[config.mk]
export PLATFORM = sky130hd
export DESIGN_NAME = store_merge_ctrl_flat
export DESIGN_NICKNAME = d
export VERILOG_FILES = /design/src/rtl/store_merge_ctrl_if.sv /design/src/rtl/store_merge_ctrl.sv /design/src/flat_wrapper.sv
export SDC_FILE = /design/constraint.sdc
export NUM_CORES = 1
export LEC_CHECK = 0
export ABC_AREA = 1
export CORE_ASPECT_RATIO = 0.9
export CORE_MARGIN = 1.5
export CORE_UTILIZATION = 44
export CTS_CLUSTER_DIAMETER = 200
export DETAILED_ROUTE_END_ITERATION = 16
export GPL_TIMING_DRIVEN = 0
export PLACE_DENSITY = 0.91
export SLEW_MARGIN = 20
export SYNTH_ARGS = -nofsm -noshare
export SYNTH_HDL_FRONTEND = slang
export SYNTH_SLANG_ARGS = --single-unit
[constraint.sdc]
create_clock -name clk -period 3 [get_ports clk]
set_input_delay 0.6 -clock clk [delete_from_list [all_inputs] [get_ports clk]]
set_output_delay 0.6 -clock clk [all_outputs]
set_load 0.05 [all_outputs]
[src/rtl/store_merge_ctrl_if.sv]
// Store port bundle: pipeline store request side plus the word-wide data memory side.
// master = pipeline/memory environment, slave = store_merge_ctrl.
interface store_merge_ctrl_if;
    logic        st_req;
    logic        half_word_t;
    logic        byte_t;
    logic [31:0] st_addr;
    logic [31:0] st_data;
    logic        stall;
    logic        st_done;
    logic [31:0] mem_addr;
    logic        mem_rd;
    logic        mem_wr;
    logic [31:0] mem_wdata;
    logic [31:0] mem_rdata;

    modport master (
        output st_req, half_word_t, byte_t, st_addr, st_data, mem_rdata,
        input  stall, st_done, mem_addr, mem_rd, mem_wr, mem_wdata
    );

    modport slave (
        input  st_req, half_word_t, byte_t, st_addr, st_data, mem_rdata,
        output stall, st_done, mem_addr, mem_rd, mem_wr, mem_wdata
    );
endinterface

[src/rtl/store_merge_ctrl.sv]
// Word/halfword store sequencer for a byte-enable-less word memory (RMW for partial stores).
// Optional byte stores (SB) are enabled by defining BYTE_STORE_EN.
module store_merge_ctrl (
    input  logic               clk,
    input  logic               rst,
    store_merge_ctrl_if.slave  bus
);
    localparam int unsigned DATA_W = 32;
    localparam int unsigned ADDR_W = 32;
    localparam int unsigned HALF_W = 16;
`ifdef BYTE_STORE_EN
    localparam int unsigned ADDR_LSB = 0;
`else
    localparam int unsigned ADDR_LSB = 1;
`endif

    typedef enum logic [1:0] {IDLE, RD, MRG, WR} state_t;

    state_t                     state;
    logic [ADDR_W-1:ADDR_LSB]   addr_q;
    logic [HALF_W-1:0]          data_q;
    logic [DATA_W-1:0]          wdata_q;
    logic                       mem_rd_q;
    logic                       mem_wr_q;
    logic                       st_done_q;
    logic                       is_rmw_c;
    logic [DATA_W-1:0]          merged_c;
`ifdef BYTE_STORE_EN
    logic                       byte_q;
`endif

    // Partial stores need the old word; full-word stores go straight to write.
`ifdef BYTE_STORE_EN
    assign is_rmw_c = bus.byte_t | bus.half_word_t;
`else
    assign is_rmw_c = bus.half_word_t;
`endif

    // Overlay the stored lane onto the word read back from memory.
    always_comb begin
        merged_c = bus.mem_rdata;
`ifdef BYTE_STORE_EN
        if (byte_q)
            merged_c[{addr_q[1:0], 3'b000} +: 8] = data_q[7:0];
        else
`endif
        if (addr_q[1])
            merged_c[DATA_W-1:HALF_W] = data_q;
        else
            merged_c[HALF_W-1:0] = data_q;
    end

    always_ff @(posedge clk or posedge rst) begin
        if (rst) begin
            state     <= IDLE;
            addr_q    <= '0;
            data_q    <= '0;
            wdata_q   <= '0;
            mem_rd_q  <= 1'b0;
            mem_wr_q  <= 1'b0;
            st_done_q <= 1'b0;
`ifdef BYTE_STORE_EN
            byte_q    <= 1'b0;
`endif
        end else begin
            mem_rd_q  <= 1'b0;
            mem_wr_q  <= 1'b0;
            st_done_q <= 1'b0;
            case (state)
                IDLE: begin
                    if (bus.st_req) begin
                        addr_q <= bus.st_addr[ADDR_W-1:ADDR_LSB];
                        data_q <= bus.st_data[HALF_W-1:0];
`ifdef BYTE_STORE_EN
                        byte_q <= bus.byte_t;
`endif
                        if (is_rmw_c) begin
                            state    <= RD;
                            mem_rd_q <= 1'b1;
                        end else begin
                            state     <= WR;
                            wdata_q   <= bus.st_data;
                            mem_wr_q  <= 1'b1;
                            st_done_q <= 1'b1;
                        end
                    end
                end
                RD: state <= MRG;
                MRG: begin
                    wdata_q   <= merged_c;
                    mem_wr_q  <= 1'b1;
                    st_done_q <= 1'b1;
                    state     <= WR;
                end
                WR:      state <= IDLE;
                default: state <= IDLE;
            endcase
        end
    end

    // Memory side is driven purely from registers; stall is the only combinational output.
    assign bus.mem_addr  = {addr_q[ADDR_W-1:2], 2'b00};
    assign bus.mem_wdata = wdata_q;
    assign bus.mem_rd    = mem_rd_q;
    assign bus.mem_wr    = mem_wr_q;
    assign bus.st_done   = st_done_q;
    assign bus.stall     = bus.st_req & ~st_done_q;
endmodule

[src/flat_wrapper.sv]
// flat-port wrapper written by rule: the top's interface ports become plain ports
module store_merge_ctrl_flat 
  (clk, rst, bus_st_req, bus_half_word_t, bus_byte_t, bus_st_addr, bus_st_data, bus_mem_rdata, bus_stall, bus_st_done, bus_mem_addr, bus_mem_rd, bus_mem_wr, bus_mem_wdata);
  store_merge_ctrl_if bus_i ();
  input  logic clk;
  input  logic rst;
  input wire logic [$bits(bus_i.st_req)-1:0] bus_st_req;
  input wire logic [$bits(bus_i.half_word_t)-1:0] bus_half_word_t;
  input wire logic [$bits(bus_i.byte_t)-1:0] bus_byte_t;
  input wire logic [$bits(bus_i.st_addr)-1:0] bus_st_addr;
  input wire logic [$bits(bus_i.st_data)-1:0] bus_st_data;
  input wire logic [$bits(bus_i.mem_rdata)-1:0] bus_mem_rdata;
  output wire logic [$bits(bus_i.stall)-1:0] bus_stall;
  output wire logic [$bits(bus_i.st_done)-1:0] bus_st_done;
  output wire logic [$bits(bus_i.mem_addr)-1:0] bus_mem_addr;
  output wire logic [$bits(bus_i.mem_rd)-1:0] bus_mem_rd;
  output wire logic [$bits(bus_i.mem_wr)-1:0] bus_mem_wr;
  output wire logic [$bits(bus_i.mem_wdata)-1:0] bus_mem_wdata;
  assign bus_i.st_req = bus_st_req;
  assign bus_i.half_word_t = bus_half_word_t;
  assign bus_i.byte_t = bus_byte_t;
  assign bus_i.st_addr = bus_st_addr;
  assign bus_i.st_data = bus_st_data;
  assign bus_i.mem_rdata = bus_mem_rdata;
  assign bus_stall = bus_i.stall;
  assign bus_st_done = bus_i.st_done;
  assign bus_mem_addr = bus_i.mem_addr;
  assign bus_mem_rd = bus_i.mem_rd;
  assign bus_mem_wr = bus_i.mem_wr;
  assign bus_mem_wdata = bus_i.mem_wdata;
  store_merge_ctrl u_core (.clk(clk), .rst(rst), .bus(bus_i));
endmodule
==> results.yml <==
worst_setup_path:
  cp-end-kind: "output pin"
  critical_path.cell_chain: "clkdlybuf4s50_1 > inv_2 > nor2_1 > clkdlybuf4s50_1"
  required_ns: 2.40
  path_common_cell: "clkdlybuf4s50_1"
  arrival_ns: 2.08
  worstSetupPathType: "primary input to output pin"
  cp_max_fo: 3
  worstSetupStartpointType: "primary input"
  slowest_stage: "clkdlybuf4s50_1"
  slowest_delay_ns: 0.82
route:
  totalWireLength_mm: 11.6
  drtIter0Drc: 279
  viasPerCell: 4.55
  vias: 4142
  top_layer: "met4"
  m1WireLength_mm: 5.03
  wl_met3_um: 978
  ant_nets: 0
  drt_pass1_iterations: 5
  wl_met2_mm: 5.40
  wl_per_cell_um: 12.8
  post-route-drc-count: 0
power:
  leakagePower_nw: 3.45
  internal_power_mw: 4.13
  power.density_nw_per_um2: 1230
  power_frac_seq_pct: 24.1
  power_frac_comb_pct: 62.5
  ir_worst_vdd_uv: 676
  switchingPower_mw: 3.83
  clockPowerShare_pct: 13.4
  p_sw_share_pct: 48.2
sta:
  max_freq_mhz: 373
  worst_pin_slew_ns: 0.550
  finalSetupViolCount: 0
  max_slew_margin_pct: 63.2
  drv_slew: 0
  final.setup.tns_ns: 0
  post-route-period-util_pct: 89.5
  min_period_ns: 2.68
  fin_skew_ns: 0.0139
  final_hold_viol_count: 0
  grt_setup_unrepaired: "no"
worst_hold_path:
  hp-class: "register to register"
cells_and_area:
  nFillCells: 790
  nets: 883
  seq_area_sq_um: 2080
  utilization_pct: 67.1
  drive_above_1_share_pct: 10.9
  multi_input_area_sq_um: 1650
  syn_to_final_growth_pct: 48.3
placement:
  portBuffers: 164
  gp_congestion: 0.901
  dp_hpwl_mm: 8.80
clocking:
  cts_buffers: 9
  cts_num_sinks: 83
  cts_resized: 0
  cts_setup_buffers: 0
  cts_root_buffer: "clkbuf_8"
  postCtsHoldBufs: 0
  tritoncts: "built"
  path_clk_slew_ns: 0.08
  htreeDepth: 3
  clock_latency_ns: 0.35
  cts.path.max_buffers: 2
floorplanning:
  rows: 34
  die_h_um: 97.5
  core_area_sq_um: 9660
  die_w_um: 108
  initial_core_util_pct: 45.2
  io_pins: 169
  die-area_sq_um: 10500
logic_synthesis:
  synthCells: 601
  yosysSeqAreaShare_pct: 47.6
  yosys_warnings: 0
  netlist-cell-type-count: 17
  avgSynthCellArea_sq_um: 7.26
  synth_area_sq_um: 4370
  ys_ff_latch: 83
global_routing:
  grt_max_degree: 59
  antenna_found_initial: 1
  grt_pass1_vias: 3973
  grt_pass1_wl_mm: 18.6
  overflow: 0
  groute.usage.overall_pct: 22.6
job:
  cap_violations: 0
run_status:
  outcome: "finished clean"
[power by group through the flow]
stage,sequential (mW),combinational (mW),clock (mW)
global route,1.98,5.37,1.14
global placement,1.91,4.86,0
floorplan,2.63,2.79,0
CTS,1.92,4.99,1.08
finish,1.92,4.97,1.07
detailed placement,1.93,4.98,0
[sequential cells by signal, indices dropped and copies added, names as in the netlist]
| signal | count |
|---|---|
| u_core.addr_q | 31 |
| u_core.bus.mem_rd | 1 |
| u_core.bus.mem_wdata | 32 |
| u_core.bus.st_done | 1 |
| u_core.data_q | 16 |
| u_core.state | 2 |
[final timing paths]
kind,start,to,slack [ns],cells after the start
worst max-delay path,bus_st_req,bus_stall,0.32,4
worst min-delay path,u_core.bus.mem_wdata[9],u_core.bus.mem_wdata[9],0.48,2
worst max register to register,u_core.state[0],u_core.data_q[7],1.45,7
worst min register to register,u_core.bus.mem_wdata[9],u_core.bus.mem_wdata[9],0.48,2
max in group asynchronous,rst,u_core.bus.mem_wdata[7],1.85,3
min in group asynchronous,rst,u_core.addr_q[20],0.58,2
[metal layers]
metal	up-vias	GRT usage [%]
li1	2111	-
met1	1830	27.9
met2	183	38.3
met3	18	5.16
met4	0	8.10
met5	-	0
[stage by stage]
stage	std cells	instance area [sq um]	hold slack (ns)	power, mW	worst slack (ns)
2_1_floorplan	602	4370	0.450	5.42	0.263
3_3_place_gp	892	6170	0.463	6.78	-1.00
3_5_place_dp	893	6200	0.466	6.91	0.313
4_1_cts	909	6470	0.488	7.99	0.308
5_1_grt	909	6470	0.505	8.48	0.253
6_report	910	6470	0.485	7.96	0.316
[layout make-up]
class | count | share of cell area [%]
clock buffers | 10 | 2.13
repair buffers | 165 | 25.8
inverters | 55 | 3.23
multi-input cells | 402 | 25.5
diodes | 1 | 0.0386
flip-flops and latches | 83 | 32.1
plain buffers | 62 | 6.74
well taps | 126 | 2.43
clock inverters | 6 | 2.11
[cells in the mapped netlist]
master / count / area [sq um]
buf_2: 16 / 80.1
buf_4: 37 / 278
buf_6: 6 / 67.6
clkbuf_1: 3 / 11.3
conb_1: 1 / 3.75
dfrtp_1: 83 / 2080
ha_1: 4 / 50.1
inv_1: 53 / 199
inv_2: 2 / 7.51
nand2_1: 332 / 1250
nand2_2: 3 / 18.8
nand3_1: 32 / 160
nand3b_4: 1 / 20.0
nor2_1: 6 / 22.5
nor2_4: 2 / 22.5
o21ai_0: 19 / 95.1
o22ai_1: 1 / 6.26
[critical path: cells and delay by family]
kind,cells,cell delay (ns)
buffers and inverters,3,1.38
AND/OR/NAND/NOR,1,0.11
[cells by family (layout without fill, tap and decap cells)]
logic type,count (synthesis),count (layout),synth area share (%)
flops,83,83,47.6
compound gates,20,20,2.32
buf+inv,117,298,14.7
fa+ha+maj,4,4,1.15
other cells,1,3,0.0859
simple gates,376,376,34.1
[cells in the final DEF, fill, tap and decap left out, types with 2 or more instances in the layout]
master,count
nand2_1,332
clkdlybuf4s50_1,164
dfrtp_1,83
inv_1,52
buf_4,37
nand3_1,32
o21ai_0,19
buf_2,16
clkbuf_8,10
buf_6,6
nor2_1,6
ha_1,4
bufinv_16,4
nand2_2,3
clkbuf_1,3
nor2_4,2
inv_2,2
conb_1,2
Power figures use the tool's default switching activity.
